[src/rtl/mod_updown_counter.sv]
// mod_updown_counter: parametrised loadable up/down counter with wrap/saturate limits and terminal-count pulse
//
// Parameters:
//   WIDTH    counter and data width in bits (>=2)
//   MAX_VAL  highest count value, count range is 0..MAX_VAL
//   RST_VAL  value of out after reset
//   PRESCALE (only with PRESCALE_EN) enabled edges per count step
//
// Optional feature macro: PRESCALE_EN adds a prescaler so the counter steps
// only on every PRESCALE-th enabled edge.
//
// Ports:
//   clk       rising-edge clock
//   rst_n     asynchronous active-low reset
//   data      parallel load value, clamped to MAX_VAL
//   load      synchronous load strobe (highest priority)
//   enable    count enable
//   up_dn     direction: 1 = up, 0 = down
//   sat_mode  boundary mode: 1 = saturate, 0 = wrap
//   out       current count, registered
//   tc        terminal-count pulse, registered
//   zero      combinational, high when out == 0
module mod_updown_counter #(
  parameter int WIDTH   = 8,
  parameter int MAX_VAL = 2**WIDTH-1,
  parameter int RST_VAL = 0
`ifdef PRESCALE_EN
  , parameter int PRESCALE = 4
`endif
) (
  input  logic             clk,
  input  logic             rst_n,
  input  logic [WIDTH-1:0] data,
  input  logic             load,
  input  logic             enable,
  input  logic             up_dn,
  input  logic             sat_mode,
  output logic [WIDTH-1:0] out,
  output logic             tc,
  output logic             zero
);
  localparam logic [WIDTH-1:0] MAX = MAX_VAL[WIDTH-1:0];
  localparam logic [WIDTH-1:0] RST = RST_VAL[WIDTH-1:0];
  logic             step;
  logic             at_top;
  logic             at_bot;
  logic             bound;
  logic [WIDTH-1:0] next;
`ifdef PRESCALE_EN
  localparam int PW = $clog2(PRESCALE) + 1;
  localparam logic [PW-1:0] PRE_LAST = PW'(PRESCALE - 1);
  logic [PW-1:0] pre;
  assign step = enable && pre == PRE_LAST;
  always_ff @(posedge clk or negedge rst_n)
    if (!rst_n) pre <= '0;
    else if (load) pre <= '0;
    else if (enable) pre <= step ? '0 : pre + PW'(1);
`else
  assign step = enable;
`endif
  // >= so an out-of-range reset value is treated as the upper boundary
  always_comb begin
    at_top = out >= MAX;
    at_bot = out == '0;
    bound  = up_dn ? at_top : at_bot;
    next   = up_dn ? (at_top ? (sat_mode ? out : '0) : out + WIDTH'(1))
                   : (at_bot ? (sat_mode ? out : MAX) : out - WIDTH'(1));
  end
  always_ff @(posedge clk or negedge rst_n)
    if (!rst_n) begin
      out <= RST;
      tc  <= 1'b0;
    end else if (load) begin
      out <= data > MAX ? MAX : data;
      tc  <= 1'b0;
    end else if (step) begin
      out <= next;
      tc  <= bound;
    end else
      tc <= 1'b0;
  assign zero = out == '0;
endmodule
[config.mk]
export PLATFORM = sky130hd
export DESIGN_NAME = mod_updown_counter
export DESIGN_NICKNAME = d
export VERILOG_FILES = /design/src/rtl/mod_updown_counter.sv
export SDC_FILE = /design/constraint.sdc
export NUM_CORES = 1
export LEC_CHECK = 0
export BUFFER_PORTS_ARGS = -buffer_cell sky130_fd_sc_hd__buf_2
export CAP_MARGIN = 20
export CORE_ASPECT_RATIO = 1.2
export CORE_MARGIN = 3
export CORE_UTILIZATION = 40
export CTS_CLUSTER_DIAMETER = 80
export DETAILED_ROUTE_END_ITERATION = 10
export PLACE_DENSITY_LB_ADDON = 0.1
export SLEW_MARGIN = 20
export SYNTH_ARGS = -nofsm -noshare
export SYNTH_HDL_FRONTEND = slang
export SYNTH_SLANG_ARGS = --single-unit
[constraint.sdc]
create_clock -name clk -period 2.4 [get_ports clk]
set_clock_uncertainty 0.2 [all_clocks]
set_input_delay 0.36 -clock clk [delete_from_list [all_inputs] [get_ports clk]]
set_output_delay 0.36 -clock clk [all_outputs]
set_load 0.1 [all_outputs]
==> metrics.txt <==
status finished, violations left; violated checks negative setup slack; total placed cells including tap cells 167; slowest stage cell, crit path dfrtp_4; CTS Buf Count 3; Root Driver clkbuf_4; core area 2140 µm²; Max Clk Rate 0.4137 GHz; post-layout util 57.89%; most frequent cells in the layout buf_2 (22), buf_4 (19), nand2_1 (10), a21oi_1 (6), dfrtp_2 (6); Vias per Instance between 6 and 7; First DRT Iteration DRCs 39; Syn. warnings 0; RSZ-0062 raised after global routing yes; die area just under 3000 µm²; final std cells w/o fill 175; via count 1073; worst hold-check path type primary input to register; antenna viol nets, final 0; Syn Area/Cell 8.794 µm²; GR Util All Layers 19.13%; largest net degree at the start of global routing 18; post-route cell area 1239 µm²; post-synthesis sequential area ratio 24.16%; worst slew pin tran around 0.5 ns; CP startpoint kind register; Critical Path Fanout Max 5; CTS tree yes; nets 163; Bufs on Longest Clock Path 2; Filler cells between 150 and 200; wire per inst 16.72 µm; total of max-cap violations 0; clock-pin slew on the worst setup and hold paths 0.07 ns; worst path required time around 1.8 ns; multi-input logic area between 600 and 700 µm²; Slew HR 67.68%; clock latency at the later pin of the worst-skew pair roughly 0.26 ns; DRT Pass-1 Iters 4; synth unique cells 47; fin crit share 100.7%; fin. max-slew vios 0; Area after DPL ~1200 µm²; post-synthesis register bit count 9; vias in the first global route 940; first-pass GRT wire length 4333 µm; clk sinks 9; Design Power 0.7078 mW; ANT cells 0; Leak between 0.5 and 0.6 nW; Total Wirelength 2926 µm; final setup vio count 2; final worst setup slack -0.01693 ns; global route total overflow 0; Placer Congestion 0.8997; htree depth 1; synth-to-layout area growth 32.89%; Post-Synthesis Cells 106; Syn Std Cell Area 932.1 µm²; Power Density 571.4 nW/µm²; chip height about 60 µm; worst setup path class register to output port; DRC 0; CP Data Arrival Time 1.86 ns; Mapped Nets ~120; Critical Path Max Stage Delay 0.50 ns; row count 18; initial antenna violation count 0; final hold viol count 0; Worst setup EP type output port; most common cell after layout, fill and taps aside buf_2; number of port buffers 23; Die Wd 50.07 µm; dpl hpwl 2108 µm; worst path cell trace inv_4, ha_4, or4b_4, buf_6, nor2_4, buf_12; critical path buffer and inverter count 3; layout cells sized above 1 47.59%; Hold Slack around 0.11 ns; I/O pin count 24; Storage cell area ~240 µm²; maximum vdd drop 0.0003364 V; Initial Util 43.57%; Final min period approximately 2.4 ns; CP top delay family simple AND/OR/NAND/NOR gates
==> synth_stat cells, drive strengths merged <==
| cell | count | area [µm²] |
|---|---|---|
| nand2 | 10 | 37.54 |
| dfrtp | 9 | 225.2 |
| a21oi | 7 | 35.03 |
| clkbuf | 6 | 73.82 |
| nor2 | 6 | 22.52 |
| inv | 5 | 18.77 |
| nand3 | 5 | 25.02 |
| nor3 | 5 | 30.03 |
| o31ai | 5 | 52.55 |
| and3 | 3 | 18.77 |
| buf | 3 | 21.27 |
| ha | 3 | 37.54 |
| nand4 | 3 | 18.77 |
| o21ai | 3 | 18.77 |
| o311a | 3 | 31.28 |
| o31a | 3 | 27.53 |
| and4 | 2 | 17.52 |
| and4b | 2 | 23.77 |
| nand2b | 2 | 12.51 |
| o211a | 2 | 20.02 |
| or3 | 2 | 17.52 |
| a2111o | 1 | 11.26 |
| a2111oi | 1 | 8.760 |
| a2bb2oi | 1 | 8.760 |
| a311oi | 1 | 8.760 |
| a32oi | 1 | 8.760 |
| and2 | 1 | 6.260 |
| nor2b | 1 | 6.260 |
| nor4 | 1 | 6.260 |
| o21a | 1 | 7.510 |
| o221ai | 1 | 8.760 |
| o22ai | 1 | 6.260 |
| o311ai | 1 | 8.760 |
| o32a | 1 | 10.01 |
| o32ai | 1 | 8.760 |
| o41ai | 1 | 8.760 |
| or4b | 1 | 13.76 |
| xnor2 | 1 | 8.760 |
==> layout make-up <==
cell class,instances,share of cell area [%]
Multi-Input combinational cell,83,49.80
Inverter,5,1.919
Timing Repair Buffer,44,23.74
Tap cell,30,3.030
Clock buffer,4,2.121
Sequential cell,9,19.39
==> flip-flops by register name, indices dropped and copies added (netlist names) <==
signal  flops
out         8
tc          1
==> cells by family (layout without fill, tap and decap cells) <==
kind of cell,after synthesis,after routing,synth area share (%)
AOI/OAI and AO/OA,35,35,31.14
xor gates and xnor gates,1,1,0.9398
adders and majority gates,3,3,4.027
buffers and inverters,14,53,12.21
DFF,9,9,24.16
and+or+nand+nor,44,44,27.52
==> where the power goes <==
group	switching (mW)	internal (mW)
Clock	0.0594	0.0642
Sequential	0.0246	0.174
Combinational	0.261	0.124
Total	0.345	0.363
==> metal layers <==
layer	GRT usage [%]	vias up	wire length, µm
met5	0	-	0
met2	32.84	55	1448
met3	2.278	8	219
met1	24.10	514	1202
li1	-	496	-
met4	7.905	0	55
==> final timing paths <==
kind                            cells after the start  slack [ns]     end    start
worst max-delay path                                6       -0.02    zero   out[0]
worst min-delay path                                3        0.11  out[3]  data[3]
worst max register to register                      7       -0.01  out[5]   out[0]
worst min register to register                      2        0.53  out[0]   out[0]
max in group asynchronous                           2        1.50  out[6]    rst_n
min in group asynchronous                           2        0.28  out[5]    rst_n
==> tightest hold or removal path, stage by stage <==
cell	delay, ns
buf_2	0.08
nand2_1	0.05
o31ai_2	0.05
==> timing repair <==
| item | CTS | global route |
|---|---|---|
| buffers inserted | 1 | 2 |
| pin swaps | 1 | 4 |
| hold buffers | 1 | 0 |
| endpoints found under the setup margin | 2 | 8 |
| gates resized for setup | 1 | 5 |
| hold endpoints to repair | 9 | 0 |
==> per-stage QoR <==
| step | TNS [ns] | setup slack, ns |
|---|---|---|
| finish | -0.02637 | -0.01693 |
| floorplan | -0.7253 | -0.1425 |
| global route | -0.2714 | -0.09601 |
| global placement | 0 | 0.06489 |
| CTS | -0.04003 | -0.03237 |
| detailed placement | 0 | 0.01364 |
No activity file was read; power rests on OpenSTA's default activity.
